==> config.mk <==
export PLATFORM = sky130hd
export DESIGN_NAME = frame_scheduler_flat
export DESIGN_NICKNAME = d
export VERILOG_FILES = /design/src/rtl/frame_scheduler_pkg.sv /design/src/rtl/frame_scheduler_if.sv /design/src/rtl/frame_scheduler_clear_engine.sv /design/src/rtl/frame_scheduler.sv /design/src/flat_wrapper.sv
export SDC_FILE = /design/constraint.sdc
export NUM_CORES = 1
export LEC_CHECK = 0
export ABC_AREA = 0
export CAP_MARGIN = 40
export CORE_MARGIN = 5
export CORE_UTILIZATION = 40
export CTS_CLUSTER_SIZE = 20
export DETAILED_ROUTE_END_ITERATION = 10
export DONT_BUFFER_PORTS = 1
export MAX_ROUTING_LAYER = met4
export SKIP_CTS_REPAIR_TIMING = 1
export SLEW_MARGIN = 10
export SYNTH_ARGS = -nofsm -noshare
export SYNTH_HDL_FRONTEND = slang
export SYNTH_SLANG_ARGS = --single-unit
==> constraint.sdc <==
create_clock -name clk -period 5.6 [get_ports clk]
set_input_delay 0.56 -clock clk [delete_from_list [all_inputs] [get_ports clk]]
set_output_delay 0.56 -clock clk [all_outputs]
set_load 0.05 [all_outputs]
==> src/rtl/frame_scheduler_pkg.sv <==
// Shared types and defaults for the frame scheduler.
// Holds the FSM state encoding, the raster defaults and the pixel field widths.
package frame_sched_pkg;

  typedef enum logic [1:0] {
    IDLE   = 2'b00,
    CLEAR  = 2'b01,
    DRAW   = 2'b10,
    UPDATE = 2'b11
  } state_e;

  localparam int COLOR_W      = 3;
  localparam int COORD_W      = 10;
  localparam int DEF_SCREEN_W = 160;
  localparam int DEF_SCREEN_H = 120;
  localparam logic [COLOR_W-1:0] DEF_BG_COLOR = 3'b000;

endpackage

==> src/rtl/frame_scheduler_if.sv <==
// Pixel write bus (x, y, colour, plot).
// Used both for the draw controller's stream into the scheduler and for the VGA write port.
interface frame_scheduler_if;
  import frame_sched_pkg::*;

  logic [COORD_W-1:0] x;
  logic [COORD_W-1:0] y;
  logic [COLOR_W-1:0] color;
  logic               plot;

  modport master (output x, y, color, plot);
  modport slave  (input  x, y, color, plot);
endinterface

==> src/rtl/frame_scheduler_clear_engine.sv <==
// Raster counter for the clear sweep.
// start zeroes the counters, en advances them, last flags (SCREEN_W-1, SCREEN_H-1).
module clear_engine
  import frame_sched_pkg::*;
#(
  parameter int SCREEN_W = DEF_SCREEN_W,
  parameter int SCREEN_H = DEF_SCREEN_H
) (
  input  logic               clk,
  input  logic               reset_n,
  input  logic               start,
  input  logic               en,
  output logic [COORD_W-1:0] cx,
  output logic [COORD_W-1:0] cy,
  output logic               last
);
  localparam int XW = (SCREEN_W > 1) ? $clog2(SCREEN_W) : 1;
  localparam int YW = (SCREEN_H > 1) ? $clog2(SCREEN_H) : 1;

  logic [XW-1:0] xc;
  logic [YW-1:0] yc;
  logic          x_end, y_end;

  assign x_end = (xc == XW'(SCREEN_W - 1));
  assign y_end = (yc == YW'(SCREEN_H - 1));
  assign last  = x_end & y_end;
  assign cx    = COORD_W'(xc);
  assign cy    = COORD_W'(yc);

  // The counter wraps back to (0,0) after the last pixel.
  always_ff @(posedge clk or negedge reset_n) begin
    if (!reset_n) begin
      xc <= '0;
      yc <= '0;
    end else if (start) begin
      xc <= '0;
      yc <= '0;
    end else if (en) begin
      if (x_end) begin
        xc <= '0;
        yc <= y_end ? '0 : yc + 1'b1;
      end else begin
        xc <= xc + 1'b1;
      end
    end
  end
endmodule

==> src/rtl/frame_scheduler.sv <==
// Per-frame sequencer: clear sweep, draw pass, then game-logic update.
// Owns the VGA pixel write port; every output is a flop.
module frame_scheduler
  import frame_sched_pkg::*;
#(
  parameter int                 SCREEN_W     = DEF_SCREEN_W,
  parameter int                 SCREEN_H     = DEF_SCREEN_H,
  parameter logic [COLOR_W-1:0] BG_COLOR     = DEF_BG_COLOR,
  parameter int                 DRAW_TIMEOUT = 65535
) (
  input  logic                clk,
  input  logic                reset_n,
  input  logic                frame_tick,
  output logic                draw_start,
  input  logic                draw_done,
  frame_scheduler_if.slave    d,
  output logic                update_req,
  input  logic                update_ack,
  frame_scheduler_if.master   vga,
  output logic                busy,
  output logic [7:0]          overrun_count,
  output logic                timeout_flag,
  output logic [1:0]          state
);
  localparam int TW = $clog2(DRAW_TIMEOUT + 1);

  state_e             cur, nxt;
  logic [TW-1:0]      tcnt;
  logic               done_q;
  logic               clr_last;
  logic [COORD_W-1:0] cx, cy;
  logic               rise, tmo, draw_exit;

  // The cycle carrying draw_start is excluded so a level already high at entry cannot end the pass.
  assign rise      = draw_done & ~done_q & ~draw_start;
  assign tmo       = (tcnt == TW'(DRAW_TIMEOUT - 1));
  assign draw_exit = rise | tmo;

  clear_engine #(.SCREEN_W(SCREEN_W), .SCREEN_H(SCREEN_H)) u_clear (
    .clk     (clk),
    .reset_n (reset_n),
    .start   (cur == IDLE && frame_tick),
    .en      (cur == CLEAR),
    .cx      (cx),
    .cy      (cy),
    .last    (clr_last)
  );

  always_comb begin
    nxt = cur;
    case (cur)
      IDLE:    if (frame_tick) nxt = CLEAR;
      CLEAR:   if (clr_last)   nxt = DRAW;
      DRAW:    if (draw_exit)  nxt = UPDATE;
      UPDATE:  if (update_ack) nxt = IDLE;
      default: nxt = IDLE;
    endcase
  end

  always_ff @(posedge clk or negedge reset_n) begin
    if (!reset_n) begin
      cur           <= IDLE;
      state         <= 2'b00;
      busy          <= 1'b0;
      draw_start    <= 1'b0;
      done_q        <= 1'b0;
      tcnt          <= '0;
      timeout_flag  <= 1'b0;
      overrun_count <= 8'd0;
      update_req    <= 1'b0;
      vga.x         <= '0;
      vga.y         <= '0;
      vga.color     <= '0;
      vga.plot      <= 1'b0;
    end else begin
      cur        <= nxt;
      state      <= nxt;
      busy       <= (nxt != IDLE);
      draw_start <= (cur == CLEAR) && clr_last;
      done_q     <= draw_done;
      tcnt       <= (cur == DRAW) ? tcnt + 1'b1 : '0;
      update_req <= (nxt == UPDATE);
      if (cur == DRAW && tmo) timeout_flag <= 1'b1;
      // Ticks outside IDLE are dropped, never queued.
      if (frame_tick && cur != IDLE && overrun_count != 8'hFF)
        overrun_count <= overrun_count + 8'd1;
      case (cur)
        CLEAR: begin
          vga.x     <= cx;
          vga.y     <= cy;
          vga.color <= BG_COLOR;
          vga.plot  <= 1'b1;
        end
        DRAW: begin
          if (draw_exit) begin
            vga.plot <= 1'b0;
          end else begin
            vga.x     <= d.x;
            vga.y     <= d.y;
            vga.color <= d.color;
            vga.plot  <= d.plot;
          end
        end
        default: vga.plot <= 1'b0;
      endcase
    end
  end
endmodule

==> src/flat_wrapper.sv <==
// flat-port wrapper written by rule: the top's interface ports become plain ports
module frame_scheduler_flat import frame_sched_pkg::*;
#(
  parameter int                 SCREEN_W     = DEF_SCREEN_W,
  parameter int                 SCREEN_H     = DEF_SCREEN_H,
  parameter logic [COLOR_W-1:0] BG_COLOR     = DEF_BG_COLOR,
  parameter int                 DRAW_TIMEOUT = 65535
)
  (clk, reset_n, frame_tick, draw_start, draw_done, update_req, update_ack, busy, overrun_count, timeout_flag, state, d_x, d_y, d_color, d_plot, vga_x, vga_y, vga_color, vga_plot);
  frame_scheduler_if d_i ();
  frame_scheduler_if vga_i ();
  input  logic clk;
  input  logic reset_n;
  input  logic frame_tick;
  output logic draw_start;
  input  logic draw_done;
  output logic update_req;
  input  logic update_ack;
  output logic busy;
  output logic [7:0] overrun_count;
  output logic timeout_flag;
  output logic [1:0] state;
  input wire logic [$bits(d_i.x)-1:0] d_x;
  input wire logic [$bits(d_i.y)-1:0] d_y;
  input wire logic [$bits(d_i.color)-1:0] d_color;
  input wire logic [$bits(d_i.plot)-1:0] d_plot;
  output wire logic [$bits(vga_i.x)-1:0] vga_x;
  output wire logic [$bits(vga_i.y)-1:0] vga_y;
  output wire logic [$bits(vga_i.color)-1:0] vga_color;
  output wire logic [$bits(vga_i.plot)-1:0] vga_plot;
  assign d_i.x = d_x;
  assign d_i.y = d_y;
  assign d_i.color = d_color;
  assign d_i.plot = d_plot;
  assign vga_x = vga_i.x;
  assign vga_y = vga_i.y;
  assign vga_color = vga_i.color;
  assign vga_plot = vga_i.plot;
  frame_scheduler #(.SCREEN_W(SCREEN_W), .SCREEN_H(SCREEN_H), .BG_COLOR(BG_COLOR), .DRAW_TIMEOUT(DRAW_TIMEOUT)) u_core (.clk(clk), .reset_n(reset_n), .frame_tick(frame_tick), .draw_start(draw_start), .draw_done(draw_done), .d(d_i), .update_req(update_req), .update_ack(update_ack), .vga(vga_i), .busy(busy), .overrun_count(overrun_count), .timeout_flag(timeout_flag), .state(state));
endmodule
* Yosys cells after proc, flatten, opt, wreduce, memory -nomap -nowiden
Index checks and enable logic that the tools add are counted.
** Storage, ports and cells
- Bits in registers :: 70
** Operators by class
- Muxes and demuxes :: 21
- Bitwise operators :: 6
- Eq/ne operators :: 9
- $add $sub $neg :: 4
- Reductions and logical operators :: 13
** Operators by type and width (count)
- 10-bit one-hot mux with 2 select lines :: 2
- 7-bit two-way mux :: 4
- 8-bit two-way mux :: 3
- 10-bit two-way mux :: 2
- 16-bit by 1-bit adder with 16-bit output, second input constant :: 1
- 8-bit by 1-bit adder with 8-bit output, second input constant :: 2
- 16-bit equality test, second input constant :: 1
- 16-bit two-way mux :: 1
- 2-bit nonzero test :: 5
- 8-bit equality test, second input constant :: 1
- 2-bit two-way mux :: 4
- 8-bit != test, second input constant :: 1
- 2-bit one-hot mux with 4 select lines :: 1
- 7-bit by 1-bit adder with 7-bit output, second input constant :: 1
- 7-bit equality test, second input constant :: 1
- 2-bit equality test, second input constant :: 3
- 3-bit one-hot mux with 2 select lines :: 1
- 1-bit logical AND :: 5
- 2-bit AND reduction :: 2
- 1-bit bitwise AND :: 3
- 3-bit two-way mux :: 1
- 2-bit by 1-bit equality test with 1-bit output, second input constant :: 1
- 2-bit logical NOT :: 1
- 2-bit != test, second input constant :: 1
- 4 further kinds :: 5

* Longest topological paths before layout
Gate-level depths: netlist of the first run.
- Depth after elaboration :: 7
- Depth in mapped cells :: 8
- Gate-level depth less buffers :: 6

* Hierarchy
From an unflattened synthesis of the first run, not the netlist that was laid out.
** Unflattened totals
- Cells, all modules :: 323
- Area, all modules :: 3563.4 µm²
** By module, submodules not included
- frame_scheduler :: seq. area each 1376.3 µm², cells each 229, instances 1, area an instance 2665.1 µm²
- clear_engine :: seq. area each 375.4 µm², cells each 94, instances 1, area an instance 898.4 µm²

* Worst setup path before layout of the first run
OpenSTA, ideal clock, no wires.
- Path type :: reg2reg
- Start :: register, netlist name u_core.state[1]
- End :: register u_core.vga.x[0]
- Data required time :: 5.475 ns
- Arrival time :: 2.126 ns
- Period minus slack after synthesis :: 2.251 ns
- Stages on the path, launching flop included :: 6
- Slack :: 3.349 ns
- Cell sequence :: dfrtp_1 > ha_1 > buf_2 > clkbuf_1 > mux2_2 > mux2_4
** RTL lines
- to (decl) :: line frame_scheduler_if.sv:11 : modport master (output x, y, color, plot);

==> results of run 1 <==
## critical path: stages, from the launching register on
cell and delay (ns):
dfrtp_1 0.76, ha_1 0.62, inv_1 0.23, o22ai_4 0.62
mux2_2 0.41
## power by group
| group | internal [uW] | leakage, uW | switching (uW) |
|---|---|---|---|
| combinational | 119 | 0.000608 | 148 |
| clock | 204 | 0.0000883 | 195 |
| sequential | 554 | 0.000955 | 203 |
| total | 877 | 0.00165 | 546 |
## per-stage QoR
step	std cells	utilization, %
2_1_floorplan	299	-
3_3_place_gp	390	42.1
3_5_place_dp	391	42.3
4_1_cts	407	44.6
5_1_grt	408	44.9
6_report	408	44.9
## registers in the layout, summed over array words and instances (netlist names), 2 cells and up
register,cells
u_core.u_clear.yc,7
u_core.state,2
u_core.vga.y,10
u_core.tcnt,16
u_core.vga.color,3
u_core.overrun_count,8
u_core.u_clear.xc,8
u_core.vga.x,10
## final timing paths
check | startpoint | end | slack (ns) | cells after the start
worst max-delay path | u_core.state[0] | u_core.vga.y[0] | 2.85 | 4
worst min-delay path | reset_n | u_core.tcnt[9] | 0.10 | 1
worst max register to register | u_core.state[0] | u_core.vga.y[0] | 2.85 | 4
worst min register to register | u_core.tcnt[0] | u_core.tcnt[0] | 0.50 | 1
max in group asynchronous | reset_n | u_core.done_q | 5.22 | 1
min in group clk | draw_done | u_core.done_q | 0.25 | 0
## per-layer routing
layer | GRT usage (%) | share of wire [%]
met1 | 19.0 | 46
met2 | 20.7 | 46
met3 | 4.67 | 6.4
met4 | 5.05 | 1.6
met5 | - | 0
## cell type report
class / instances / area, sq um
Clock buffer: 10 / 128
Multi-Input combinational cell: 209 / 1590
Fill cell: 768 / 4570
Timing Repair Buffer: 2 / 42.5
Tap cell: 105 / 131
Clock inverter: 6 / 62.6
Inverter: 6 / 22.5
Sequential cell: 70 / 1750
## cells by family (layout without fill, tap and decap cells)
| group | after synthesis | after routing |
|---|---|---|
| AOI/OAI and AO/OA | 39 | 39 |
| and+or+nand+nor | 102 | 102 |
| xor gates and xnor gates | 27 | 27 |
| buffers and inverters | 20 | 24 |
| DFF | 70 | 70 |
| muxes | 32 | 32 |
| adders and majority gates | 9 | 9 |
## synth_stat cells, types with 8 or more instances
cell     count  area, sq um
dfrtp_1     70         1750
xor2_1      15          131
nand3_1     12         60.1
nor2_1      26         97.6
xnor2_1     12          105
mux2_2      20          225
a22o_1       8         70.1
a21oi_1      9         45.0
nand4_1     11         68.8
nand2_1     18         67.6
mux2_4      10          150
ha_1         9          113
==> summary.md, run 1 <==
| Metric | Value |
|---|---|
| Worst Max-Slew Pin Slew | `0.744 ns` |
| Routed Antenna Nets | `0` |
| Total Wirelength | `7130 microns` |
| Clk slew on worst S/H paths | `roughly 0.070 ns` |
| Clock buffer depth | `2` |
| Leak | `roughly 0.0017 uW` |
| Worst IR Drop VDD | `0.000212 V` |
| Setup ws final | `2.85 ns` |
| Startpoint class of the critical path | `register` |
| Nets@finish | `336` |
| Die footprint | `between 0.01 and 0.015 sq mm` |
| CTS buffer count | `9` |
| Post-synthesis compound-gate area fraction | `under 10%` |
| Largest net degree at the start of global routing | `71` |
| First-pass GRT wire length | `about 11000 microns` |
| CTS tree | `done` |
| Routed wire per std cell | `17.5 microns` |
| Number of port buffers | `0` |
| CP max FO | `15` |
| Antenna cells | `0` |
| Most frequent cells in the layout | `dfrtp_1, nor2_1, mux2_2` |
| Clk Latency, worst-skew pair | `approximately 0.34 ns` |
| Hold Violations, Final | `0` |
| Status | `complete, no violations` |
| Adder-cell area share of the yosys netlist | `3.28%` |
| Max-Cap Viols | `0` |
| Main combinational cell family by area after synthesis | `simple AND/OR/NAND/NOR gates` |
| Post-synth EDFFs | `0` |
| Synth Area in XOR/XNOR | `6.88%` |
| Die width | `about 100 microns` |
| Mean Syn Cell Area | `11.5 sq um` |
| Fmax | `364 MHz` |
| Final Wtd Congestion | `0.805` |
| DIE HEIGHT | `approximately 100 microns` |
| Mux cell area share after synthesis | `11.5%` |
| Vias in the first global route | `2220` |
| Cells after Synth | `~300` |
| Simple logic cell fraction of the synthesized area | `15.7%` |
| Post-synthesis async set-or-reset flop share | `100%` |
| Max-slew violations | `0` |
| Synth unique cells | `47` |
| Synth Warn # | `0` |
| DP Wirelength | `4900 microns` |
| Total power | `1420 uW` |
| Worst Path Required | `5.83 ns` |
| Ys flop type | `dfrtp_1` |
| CP Class | `reg2reg` |
| WHS | `0.100 ns` |
| Core box area | `about 0.0083 sq mm` |
| Starting DRT DRC Count | `54` |
| Area after DPL | `0.00351 sq mm` |
| Placement Setup Slack | `2.81 ns` |
| CP endpoint kind | `register` |
| RSZ-0062 raised after global routing | `false` |
| DR vias | `2193` |
| Pwr/cell area | `approximately 380 mW/mm^2` |
| Pre-antenna DRT Iters | `4` |
| Cell Area, Synth | `0.00344 sq mm` |
| Crit path time final | `around 2.7 ns` |
| Hold Path Class | `in2async` |
| Synth-to-layout area growth | `8.52%` |
| Final Skew | `~0.010 ns` |
| Crit path DAT | `2.97 ns` |
| Slew headroom | `50.4%` |
| Commonest non-fill, non-tap cell in the layout | `dfrtp_1` |
| Initial antenna violation count | `0` |
| Layout cell share with drive strength beyond 1 | `17.5%` |
| Drc violations | `0` |
| TNS Setup | `0 ns` |
| Gr ovfl total | `0` |
| Sequential area share after synthesis | `about half` |
| Final setup viols | `0` |
| Synth Register Bits | `70` |
| CTS root buffer | `clkbuf_8` |
| Final instance area | `between 0.003 and 0.004 sq mm` |
| Clk sinks | `70` |
| Io pins | `67` |
| CTS HTree Levels | `3` |
| Final Cycle Share | `49.1%` |
| Tot GR Track Use | `14.4%` |
| Syn Nets | `337` |
| FP Rows | `33` |
| Initial core utilization | `about two fifths` |
| DR vias/cell | `between 5 and 6` |
(Power assumes the default switching activity.)
==> run 2, diff against run 1 <==
==> constraint.sdc (replaced) <==
create_clock -name clk -period 2.2 [get_ports clk]
set_input_delay 0.22 -clock clk [delete_from_list [all_inputs] [get_ports clk]]
set_output_delay 0.22 -clock clk [all_outputs]
set_load 0.05 [all_outputs]
==> run 2 against run 1 <==
Against the previous run:
- core utilization is 3.0 points higher
- via count is 6.1% higher
- first-iteration DRC count is 28% higher
- fmax is 40% higher
- count of clock-buffer cells in the layout stayed put
- register-to-register slack worse by 2.6 ns
- hold slack worse by 0.072 ns
- non-clock buffer count is 25 higher
- final cell count is 6.1% higher
- global-route usage is 0.59 points higher
- critical path type unchanged
- critical endpoint unchanged
==> summary.md, run 2 (synthesis results as in run 1) <==
| Metric | Value |
|---|---|
| Worst IR Drop VDD | `0.000523 V (+150%)` |
| Leak | `0.00179 uW (+8.6%)` |
| Final setup viols | `0 (unchanged)` |
| FF/Latch Area | `0.00175 sq mm (about the same)` |
| Commonest non-fill, non-tap cell in the layout | `dfrtp_1` |
| Largest regs | `u_core.tcnt (16), u_core.vga.x (10), u_core.vga.y (10)` |
| Crit path DAT | `2.18 ns (-0.79 ns)` |
| CTS root buffer | `clkbuf_8` |
| Max-Cap Viols | `0 (unchanged)` |
| Final Skew | `0.0137 ns (+0.00340 ns)` |
| DP Wirelength | `5090 microns (+4.0%)` |
| Pwr/cell area | `985 mW/mm^2 (+160%)` |
| Number of port buffers | `0 (unchanged)` |
| Crit path time final | `1.96 ns (-0.785 ns)` |
| Final Cycle Share | `89.2% (+40 points)` |
| TNS Setup | `0 ns (unchanged)` |
| Fillers | `760 (-1.0%)` |
| Setup ws final | `0.238 ns (-2.61 ns)` |
| Initial core utilization | `41.4% (unchanged)` |
| Tot GR Track Use | `14.9% (+0.59 points)` |
| Gr ovfl total | `0 (unchanged)` |
| CP max FO | `15 (unchanged)` |
| DR vias | `2326 (+6.1%)` |
| Io pins | `67 (unchanged)` |
| Worst Path Required | `2.42 ns (-3.41 ns)` |
| Clk slew on worst S/H paths | `0.07 ns (about the same)` |
| Starting DRT DRC Count | `69 (+28%)` |
| First-pass GRT wire length | `11800 microns (+4.3%)` |
| CTS tree | `done` |
| Routed Antenna Nets | `0 (unchanged)` |
| Startpoint class of the critical path | `register` |
| Clk Latency, worst-skew pair | `0.34 ns (about the same)` |
| Die width | `103 microns (unchanged)` |
| Hold Violations, Final | `0 (unchanged)` |
| Multi-input gate area | `0.00159 sq mm (unchanged)` |
| Synth-to-layout area growth | `15.7%` |
| Largest net degree at the start of global routing | `71 (unchanged)` |
| Clk sinks | `70 (unchanged)` |
| Status | `complete, no violations` |
| CTS buffer count | `9 (unchanged)` |
| Placement Setup Slack | `0.219 ns (-2.59 ns)` |
| Total Wirelength | `7270 microns (+1.9%)` |
| Pre-antenna DRT Iters | `4 (unchanged)` |
| Fmax | `510 MHz (+40%)` |
| Initial antenna violation count | `0 (unchanged)` |
| Die footprint | `0.0105 sq mm (unchanged)` |
| RSZ-0062 raised after global routing | `false` |
| DIE HEIGHT | `103 microns (unchanged)` |
| Drc violations | `0 (unchanged)` |
| Core box area | `0.00830 sq mm (unchanged)` |
| Layout cell share with drive strength beyond 1 | `22.0% (+4.5 points)` |
| Nets@finish | `361 (+7.4%)` |
| Antenna cells | `0 (unchanged)` |
| CTS HTree Levels | `3 (unchanged)` |
| Reg with most FFs | `u_core.tcnt` |
| Max-slew violations | `0 (unchanged)` |
| Hold Path Class | `in2reg` |
| CP Class | `reg2reg` |
| CP endpoint kind | `register` |
| Max FFs per register | `16 (unchanged)` |
| Routed wire per std cell | `16.8 microns (-4.0%)` |
| DR vias/cell | `5.37 (about the same)` |
| Final Wtd Congestion | `0.840 (+4.3%)` |
| FP Rows | `33 (unchanged)` |
| Clock buffer depth | `2 (unchanged)` |
| Worst Max-Slew Pin Slew | `0.625 ns (-0.118 ns)` |
| Most frequent cells in the layout | `dfrtp_1, nor2_1, mux2_2` |
| Slew headroom | `58.3% (+7.9 points)` |
| Vias in the first global route | `2296 (+3.4%)` |
run 2: layer usage:
layer	track usage, %	vias to the layer above	wire length (microns)
li1	-	1110	-
met5	-	-	0
met2	22.1	69	3380
met1	18.8	1145	3310
met3	6.90	2	551
met4	3.33	0	27
run 2: final timing paths:
path                       slack, ns                  from                    to  cells after the start
setup / recovery                0.24       u_core.state[0]       u_core.vga.y[0]                      6
hold reg to reg                 0.50  u_core.u_clear.yc[5]  u_core.u_clear.yc[5]                      1
hold / removal                  0.03                d_y[8]       u_core.vga.y[8]                      1
setup reg to reg                0.24       u_core.state[0]       u_core.vga.y[0]                      6
min in group asynchronous       0.43               reset_n        u_core.tcnt[6]                      2
max in group asynchronous       1.48               reset_n       u_core.state[1]                      2
run 2: layout make-up:
class,count,area share [%]
Sequential cell,70,44.1
Multi-Input combinational cell,209,40.0
Timing Repair Buffer,27,6.42
Clock buffer,10,3.46
Tap cell,105,3.30
Clock inverter,6,2.14
Inverter,6,0.566
run 2: worst max-delay path, stage by stage, from the launching register on:
cell	delay (ns)
dfrtp_1	0.46
inv_1	0.11
ha_1	0.35
nand2b_1	0.23
o22ai_4	0.17
buf_12	0.19
mux2_2	0.34
run 2: report_power, final:
group	internal, uW	switching, uW
clock network	665	498
logic	428	658
registers	1420	252
run 2: metrics by stage:
step                total power (uW)  hold WS, ns  cells  area (sq um)  util, %
floorplan                       2460      -0.0756    299          3440        -
global placement                2730      -0.0722    408          3650     43.9
detailed placement              2750      -0.0718    408          3650     43.9
CTS                             3930       -0.457    424          3870     46.6
global route                    4140      0.00724    433          3980     47.9
finish                          3920       0.0288    433          3980     47.9
